File: config.mk
export PLATFORM = sky130hd
export DESIGN_NAME = alu_seq
export DESIGN_NICKNAME = d
export VERILOG_FILES = /design/src/rtl/alu_pkg.sv /design/src/rtl/alu_comb_core.sv /design/src/rtl/alu_seq.sv
export SDC_FILE = /design/constraint.sdc
export NUM_CORES = 1
export LEC_CHECK = 0
export BUFFER_PORTS_ARGS = -buffer_cell sky130_fd_sc_hd__buf_2
export CAP_MARGIN = 20
export CORE_MARGIN = 3
export CORE_UTILIZATION = 56
export DETAILED_ROUTE_END_ITERATION = 8
export PLACE_DENSITY = 0.84
export SLEW_MARGIN = 20
export SYNTH_ARGS = -nofsm -noshare
export SYNTH_HDL_FRONTEND = slang
export SYNTH_SLANG_ARGS = --single-unit
File: constraint.sdc
create_clock -name clk -period 2.2 [get_ports clk]
set_input_delay 0.11 -clock clk [delete_from_list [all_inputs] [get_ports clk]]
set_output_delay 0.11 -clock clk [all_outputs]
set_load 0.05 [all_outputs]
File: src/rtl/alu_pkg.sv
// Shared opcode and FSM state types for the sequential ALU (alu_seq).
package alu_pkg;

    localparam int ALU_OP_W = 3;

    typedef enum logic [ALU_OP_W-1:0] {
        OP_XOR         = 3'b001,
        OP_NE          = 3'b010,
        OP_ADD         = 3'b011,
        OP_SHL         = 3'b100,
        OP_SHR         = 3'b101,
        OP_PASSB       = 3'b110,
        OP_PASSA       = 3'b111,
        OP_ZERO_OR_ROL = 3'b000
    } alu_op_t;

    typedef enum logic [1:0] {
        ST_IDLE  = 2'b00,
        ST_SHIFT = 2'b01,
        ST_DONE  = 2'b10
    } alu_state_t;

endpackage

File: src/rtl/alu_comb_core.sv
// Single-cycle ALU operations (logic, compare, add with carry); shifts are not handled here.
module alu_comb_core
    import alu_pkg::*;
#(
    parameter int W = 8
) (
    input  alu_op_t        op,
    input  logic [W-1:0]   a,
    input  logic [W-1:0]   b,
    input  logic           ci,
    output logic [W-1:0]   rslt,
    output logic           co
);

    logic [W:0] sum_s;

    assign sum_s = {1'b0, a} + {1'b0, b} + {{W{1'b0}}, ci};

    // Opcode decode for the one-cycle operations; anything else yields zero
    always_comb begin
        rslt = {W{1'b0}};
        co   = 1'b0;
        case (op)
            OP_XOR:   rslt = a ^ b;
            OP_NE:    rslt = {{(W-1){1'b0}}, (a != b)};
            OP_ADD: begin
                rslt = sum_s[W-1:0];
                co   = sum_s[W];
            end
            OP_PASSB: rslt = b;
            OP_PASSA: rslt = a;
            default:  rslt = {W{1'b0}};
        endcase
    end

endmodule

File: src/rtl/alu_seq.sv
// Handshaked sequential ALU: one-cycle logic/add ops, 1-bit/cycle shifts.
// Optional ALU_ROTATE_EN turns opcode 000 into an iterative rotate-left.
module alu_seq
    import alu_pkg::*;
#(
    parameter int W  = 8,
    parameter int A  = 3,
    parameter int SW = $clog2(W) + 1
) (
    input  logic           clk,
    input  logic           reset,
    input  logic           in_valid,
    output logic           in_ready,
    input  logic [A-1:0]   alu_cmd,
    input  logic [W-1:0]   inA,
    input  logic [W-1:0]   inB,
    input  logic           sc_i,
    output logic           out_valid,
    input  logic           out_ready,
    output logic [W-1:0]   rslt,
    output logic           sc_o,
    output logic           pari,
    output logic           zero,
    output logic           busy
);

    localparam logic [W-1:0]  W_VAL = W'(W);
    localparam logic [SW-1:0] W_CNT = SW'(W);

    function automatic logic parity_f(input logic [W-1:0] v);
        return ^v;
    endfunction

    alu_state_t     state_r, state_nx_s;
    alu_op_t        sh_op_r, sh_op_nx_s;
    logic [W-1:0]   rslt_r, rslt_nx_s;
    logic           sc_r, sc_nx_s;
    logic [SW-1:0]  cnt_r, cnt_nx_s;

    alu_op_t        op_s;
    logic           accept_s;
    logic           is_shift_s;
    logic [SW-1:0]  shamt_s;
    logic [W-1:0]   core_rslt_s;
    logic           core_co_s;

    assign op_s     = alu_op_t'(alu_cmd[ALU_OP_W-1:0]);
    assign accept_s = in_valid & in_ready;

    alu_comb_core #(.W(W)) u_core (
        .op   (op_s),
        .a    (inA),
        .b    (inB),
        .ci   (sc_i),
        .rslt (core_rslt_s),
        .co   (core_co_s)
    );

    // Classify the offered op and derive its iteration count (saturated at W)
    always_comb begin
        is_shift_s = 1'b0;
        shamt_s    = {SW{1'b0}};
        case (op_s)
            OP_SHL, OP_SHR: begin
                is_shift_s = 1'b1;
                shamt_s    = (inA >= W_VAL) ? W_CNT : inA[SW-1:0];
            end
`ifdef ALU_ROTATE_EN
            OP_ZERO_OR_ROL: begin
                is_shift_s = 1'b1;
                shamt_s    = SW'(inA % W_VAL);
            end
`endif
            default: begin
                is_shift_s = 1'b0;
                shamt_s    = {SW{1'b0}};
            end
        endcase
    end

    // Input handshake: DONE frees up only as the consumer drains the result
    always_comb begin
        in_ready = 1'b0;
        case (state_r)
            ST_IDLE: in_ready = 1'b1;
            ST_DONE: in_ready = out_ready;
            default: in_ready = 1'b0;
        endcase
    end

    // Next-state and datapath update; rslt_r doubles as the shift register
    always_comb begin
        state_nx_s = state_r;
        sh_op_nx_s = sh_op_r;
        rslt_nx_s  = rslt_r;
        sc_nx_s    = sc_r;
        cnt_nx_s   = cnt_r;
        if (accept_s) begin
            if (is_shift_s) begin
                rslt_nx_s  = inB;
                sc_nx_s    = 1'b0;
                cnt_nx_s   = shamt_s;
                sh_op_nx_s = op_s;
                state_nx_s = (shamt_s == {SW{1'b0}}) ? ST_DONE : ST_SHIFT;
            end else begin
                rslt_nx_s  = core_rslt_s;
                sc_nx_s    = core_co_s;
                cnt_nx_s   = {SW{1'b0}};
                state_nx_s = ST_DONE;
            end
        end else if (state_r == ST_SHIFT) begin
            cnt_nx_s = cnt_r - SW'(1);
            case (sh_op_r)
                OP_SHL: begin
                    rslt_nx_s = {rslt_r[W-2:0], 1'b0};
                    sc_nx_s   = rslt_r[W-1];
                end
                OP_SHR: begin
                    rslt_nx_s = {1'b0, rslt_r[W-1:1]};
                    sc_nx_s   = rslt_r[0];
                end
`ifdef ALU_ROTATE_EN
                OP_ZERO_OR_ROL: begin
                    rslt_nx_s = {rslt_r[W-2:0], rslt_r[W-1]};
                    sc_nx_s   = rslt_r[W-1];
                end
`endif
                default: begin
                    rslt_nx_s = rslt_r;
                    sc_nx_s   = sc_r;
                end
            endcase
            if (cnt_r == SW'(1)) begin
                state_nx_s = ST_DONE;
            end else begin
                state_nx_s = ST_SHIFT;
            end
        end else if ((state_r == ST_DONE) && out_ready) begin
            state_nx_s = ST_IDLE;
        end else begin
            state_nx_s = state_r;
        end
    end

    // State and result registers with synchronous reset
    always_ff @(posedge clk) begin
        if (reset) begin
            state_r <= ST_IDLE;
            sh_op_r <= OP_ZERO_OR_ROL;
            rslt_r  <= {W{1'b0}};
            sc_r    <= 1'b0;
            cnt_r   <= {SW{1'b0}};
        end else begin
            state_r <= state_nx_s;
            sh_op_r <= sh_op_nx_s;
            rslt_r  <= rslt_nx_s;
            sc_r    <= sc_nx_s;
            cnt_r   <= cnt_nx_s;
        end
    end

    assign rslt      = rslt_r;
    assign sc_o      = sc_r;
    assign pari      = parity_f(rslt_r);
    assign zero      = (rslt_r == {W{1'b0}});
    assign out_valid = (state_r == ST_DONE);
    assign busy      = (state_r != ST_IDLE);

endmodule

# [After elaboration in Yosys (flattened, before gate mapping)]
# Index checks and enable logic that the tools add are counted.
# Widths: inputs -> output; s select.
[totals] register_bits=18 input_bits=24 out_inout_bits=14 wordCells=59
[op_classes] n_addsub=3 magnitude_cmp=1 n_eq_ne=13 mux=23 bitwise_logic=2 n_reduce_logical=12
[ops] operator="$pmux 8 s5" n=1
[ops] operator="$mux 8" n=3
[ops] operator="$mux 4" n=5
[ops] operator="$eq 3x3->1 const B" n=6
[ops] operator="$pmux 8 s2" n=1
[ops] operator="$mux 2" n=6
[ops] operator="$add 8x8->9" n=1
[ops] operator="$add 9x1->9" n=1
[ops] operator="$ge 8x4->1 const B" n=1
[ops] operator="$logic_not 8->1" n=1
[ops] operator="$ne 8x8->1" n=1
[ops] operator="$reduce_xor 8->1" n=1
[ops] operator="$xor 8x8->8" n=1
[ops] operator="$eq 3x2->1 const B" n=2
[ops] operator="$reduce_bool 3->1" n=2
[ops] operator="$mux 1" n=5
[ops] operator="$eq 4x1->1 const B" n=1
[ops] operator="$logic_not 4->1" n=1
[ops] operator="$pmux 1 s2" n=2
[ops] operator="$reduce_and 2->1" n=2
[ops] operator="$reduce_bool 2->1" n=2
[ops] operator="$sub 4x1->4 const B" n=1
[ops] operator="$eq 3x1->1 const B" n=1
[ops] operator="$eq 2x1->1 const B" n=1
[ops] operator="other kinds (5)" n=5

# [Longest topological paths before layout]
[depth] ltp_word=7 depth_mapped=8

# [Hierarchy]
# From an unflattened synthesis, not the netlist that was laid out.
[hier_totals] cells_unflattened=238 area_unflattened_um2=1911.8
[modules_own_cells] mod="alu_seq" instances=1 cells_per_inst=134 area_per_inst_um2=1167.4
[modules_own_cells] mod="alu_comb_core" instances=1 cells_per_inst=104 area_per_inst_um2=744.5

# [Worst setup path after synthesis]
# OpenSTA, ideal clock, no wires.
[synth_timing] kind="reg2out" from="register rslt_r[0], in the netlist rslt[0]" to="output pari" t_arrival_ns=2.085 t_required_ns=2.090 slack_ns=0.005 stages_incl_launch_ff=5 cell_sequence="dfxtp_1 inv_1 ha_1 xor2_1 xnor2_1"
[synth_between] elab_chain_cells=1
[synth_rtl] element="from (decl)" line="alu_seq.sv:36" source="logic [W-1:0] rslt_r, rslt_nx_s;"
[synth_rtl] element="from (signal assigned)" line="alu_seq.sv:150" source="rslt_r <= {W{1'b0}};"
[synth_rtl] element="from (signal assigned)" line="alu_seq.sv:156" source="rslt_r <= rslt_nx_s;"
[synth_rtl] element="$reduce_xor 8->1" line="alu_seq.sv:31" source="return ^v;"
[synth_rtl] element="to (decl)" line="alu_seq.sv:22" source="output logic pari,"
# No other way between the ends.

# [Worst setup path in the final report]
[layout_timing] from="register rslt_r[1], in the netlist rslt[1]" to="output pari"
# The elaborated chain is that of the path after synthesis.

==> out/results.tsv <==
stage	metric	value	unit
logic_synthesis	most instantiated cells after synthesis	nor2_1 (23), o21ai_0 (21), a21oi_1 (19), dfxtp_1 (18), nand2_1 (18)	
power_and_ir_drop	P_leak	0.948	nW
drt	Routed WL	4810	um
floorplan	Core ar.	3130	um^2
cts	cts repair resizes	0	
global_routing	first-pass GRT wire length	8200	um
finish	area delta synth->final	13.7	%
power_and_ir_drop	Seq pwr share	32.1	%
logic_synthesis	Main synth FF type	dfxtp_1	
floorplan	Die Footprint	4090	um^2
finish	number of fill cells	270	
drt	drt initial violations	121	
setup_path	WP data arrival	1670	ps
logic_synthesis	Synth area leader	dfxtp_1	
power_and_ir_drop	worst vdd ir	0.264	mV
finish	Nets	320	
drt	Wirelength per Cell	14.9	um
sta	normalized max-slew margin	61.4	%
floorplan	initial cell density of the core	60.1	%
power_and_ir_drop	clock share of power	17.3	%
drt	DR vias	1968	
logic_synthesis	YS warnings	0	
power_and_ir_drop	Power Dens Cells	559	nW/um^2
setup_path	CP max FO	3	
logic_synthesis	mapped cell area	1880	um^2
setup_path	Crit. End Element	primary output	
logic_synthesis	Post-synth EDFFs	0	
flow_run	MaxCap Viol Count	0	
drt	drc violations	0	
cts	Setup Buffers After CTS	0	
drt	Detail Route Antenna Nets	0	
finish	# diodes	0	
floorplan	Rows	20	
logic_synthesis	synthesized flop and latch total	18	
cts	cts hold-fix bufs	0	
drt	drt pass-1 iters	4	
cts	CTS buffer count	3	
cts	CTS H-tree depth	1	
logic_synthesis	top-count cell post-synth	nor2_1	
power_and_ir_drop	Switching Fraction	44.1	%
setup_path	critical path class	flop to primary output	
placed_design	GPL Wtd Cong	0.929	
setup_path	type of origin of the critical path	flop	
cts	Max clock buf depth	2	
logic_synthesis	Cells after Synth	244	
sta	Achievable Freq	0.561	GHz
outcome	outcome	complete, no violations	
floorplan	Die Height	63.9	um
global_routing	number of global-route vias before repair	1780	
sta	crit path time final	1780	ps
placed_design	DP HPWL	3800	um
sta	Worst Tran Pin Value	577	ps
cts	Worst-path clk slew	110	ps
logic_synthesis	Area contributors post-synth	dfxtp_1 (19%), ha_1 (9.3%), mux2i_1 (8.0%)	
cts	worst skew pair latency	290	ps
logic_synthesis	ys async rst share	0	%
sta	Fin Setup TNS	0	ps
hold_path	worst hold path type	input port to flop	
sta	Final Max Tran Viols	0	
floorplan	total I/O pin count	38	
cts	Root Driver	clkbuf_4	
floorplan	Die W	63.9	um
logic_synthesis	Mapped Avg Cell Area	7.70	um^2
power_and_ir_drop	Switch Pwr	0.527	mW
sta	endpoints failing hold	0	
sta	RSZ-0062 raised after global routing	no	
logic_synthesis	synthesized netlist net count	284	
drt	vias per inst	6.09	
logic_synthesis	synth unique cells	61	
power_and_ir_drop	combinational power share	50.7	%
cts	CTS tree	yes	
placed_design	input/output buffers	37	
sta	Tcrit/Tclk final	81.0	%
global_routing	grt total ovfl	0	
sta	Fin Clk Skew	2.09	ps
power_and_ir_drop	Internal	0.668	mW
logic_synthesis	sequential share of the synthesized area	19.2	%
finish	layout cell share with drive strength beyond 1	20.4	%
power_and_ir_drop	Total Power	1.19	mW
global_routing	largest net degree at the start of global routing	23	
sta	Final Setup Violations	0	
setup_path	worst path required time	2090	ps
cts	Clock Sinks	18	
global_routing	initial antenna violation count	0	
global_routing	GRT Resource Usage Total	24.6	%
logic_synthesis	top-area cell type share of the netlist area	19.2	%
[critical path, cell delays in order (launching register included)]
cell	delay [ps]
dfxtp_1	400
inv_1	100
ha_1	290
xor2_1	190
xnor2_1	130
buf_2	280
[per-layer routing]
metal | vias to the layer above | GRT usage [%] | routed length, um
met5 | - | 0 | 0
met4 | 0 | 7.55 | 94
met3 | 10 | 6.15 | 424
met2 | 87 | 36.8 | 2110
met1 | 907 | 34.5 | 2180
li1 | 964 | - | -
[sequential cells by signal, summed over array words and instances, names as in the netlist]
signal   cells
rslt         8
state_r      2
sc_o         1
cnt_r        4
sh_op_r      3
[cell type report]
cell class,count,area (um^2),share of cell area [%]
multi-input combinational,198,1400,65.3
clock buffer,4,36.3,1.70
sequential,18,360,16.9
inverter,16,60.1,2.81
tap,44,55.1,2.58
timing repair buffer,43,230,10.8
[cell families after synthesis]
group	count (synthesis)	share of synthesized area (%)
AO/OA/AOI/OAI	76	26.7
XOR/XNOR	6	2.80
flip-flops	18	19.2
adder cells (fa/ha/maj)	16	11.5
AND/OR/NAND/NOR	83	24.1
multiplexers	17	9.19
buffers and inverters	28	6.59
[power by group through the flow]
stage / logic (mW) / registers, mW / clock network (mW)
final: 0.605 / 0.383 / 0.206
after global routing: 0.660 / 0.389 / 0.227
after CTS: 0.602 / 0.383 / 0.209
after detailed placement: 0.600 / 0.390 / 0
after global placement: 0.589 / 0.389 / 0
after floorplan: 0.400 / 0.445 / 0
[per-stage QoR]
stage	util, %	instance area (um^2)	instances	setup slack [ps]	hold slack, ps
after floorplan	-	1880	244	5.32	251
after global routing	68.3	2140	323	276	157
after detailed placement	67.2	2100	319	122	424
after global placement	67.2	2100	319	230	419
final	68.3	2140	323	418	118
after CTS	68.3	2140	323	402	119
[cells in the final DEF, fill, tap and decap left out, types with 3 or more instances in the layout]
| cell type | count |
|---|---|
| nor2_1 | 23 |
| a211oi_1 | 3 |
| mux2i_1 | 15 |
| nand3_1 | 3 |
| nor2b_1 | 3 |
| inv_1 | 16 |
| buf_2 | 37 |
| dfxtp_1 | 18 |
| a21o_1 | 3 |
| a31oi_1 | 3 |
| buf_4 | 6 |
| nand2_1 | 18 |
| clkbuf_4 | 3 |
| xnor2_1 | 4 |
| ha_1 | 14 |
| nor3_1 | 7 |
| o21ai_0 | 21 |
| nand2b_1 | 7 |
| a21oi_1 | 19 |
[worst paths after layout]
path / to / slack, ps / depth (start not counted) / from
worst max-delay path: pari / 420 / 5 / rslt[1]$_SDFFE_PP0P_
worst min register to register: sh_op_r[1]$_SDFFE_PP0P_ / 500 / 1 / sh_op_r[1]$_SDFFE_PP0P_
worst min-delay path: cnt_r[1]$_SDFFE_PP0P_ / 120 / 3 / inA[1]
worst max register to register: rslt[5]$_SDFFE_PP0P_ / 460 / 6 / state_r[1]$_SDFFE_PP0P_
(Power assumes the default switching activity.)
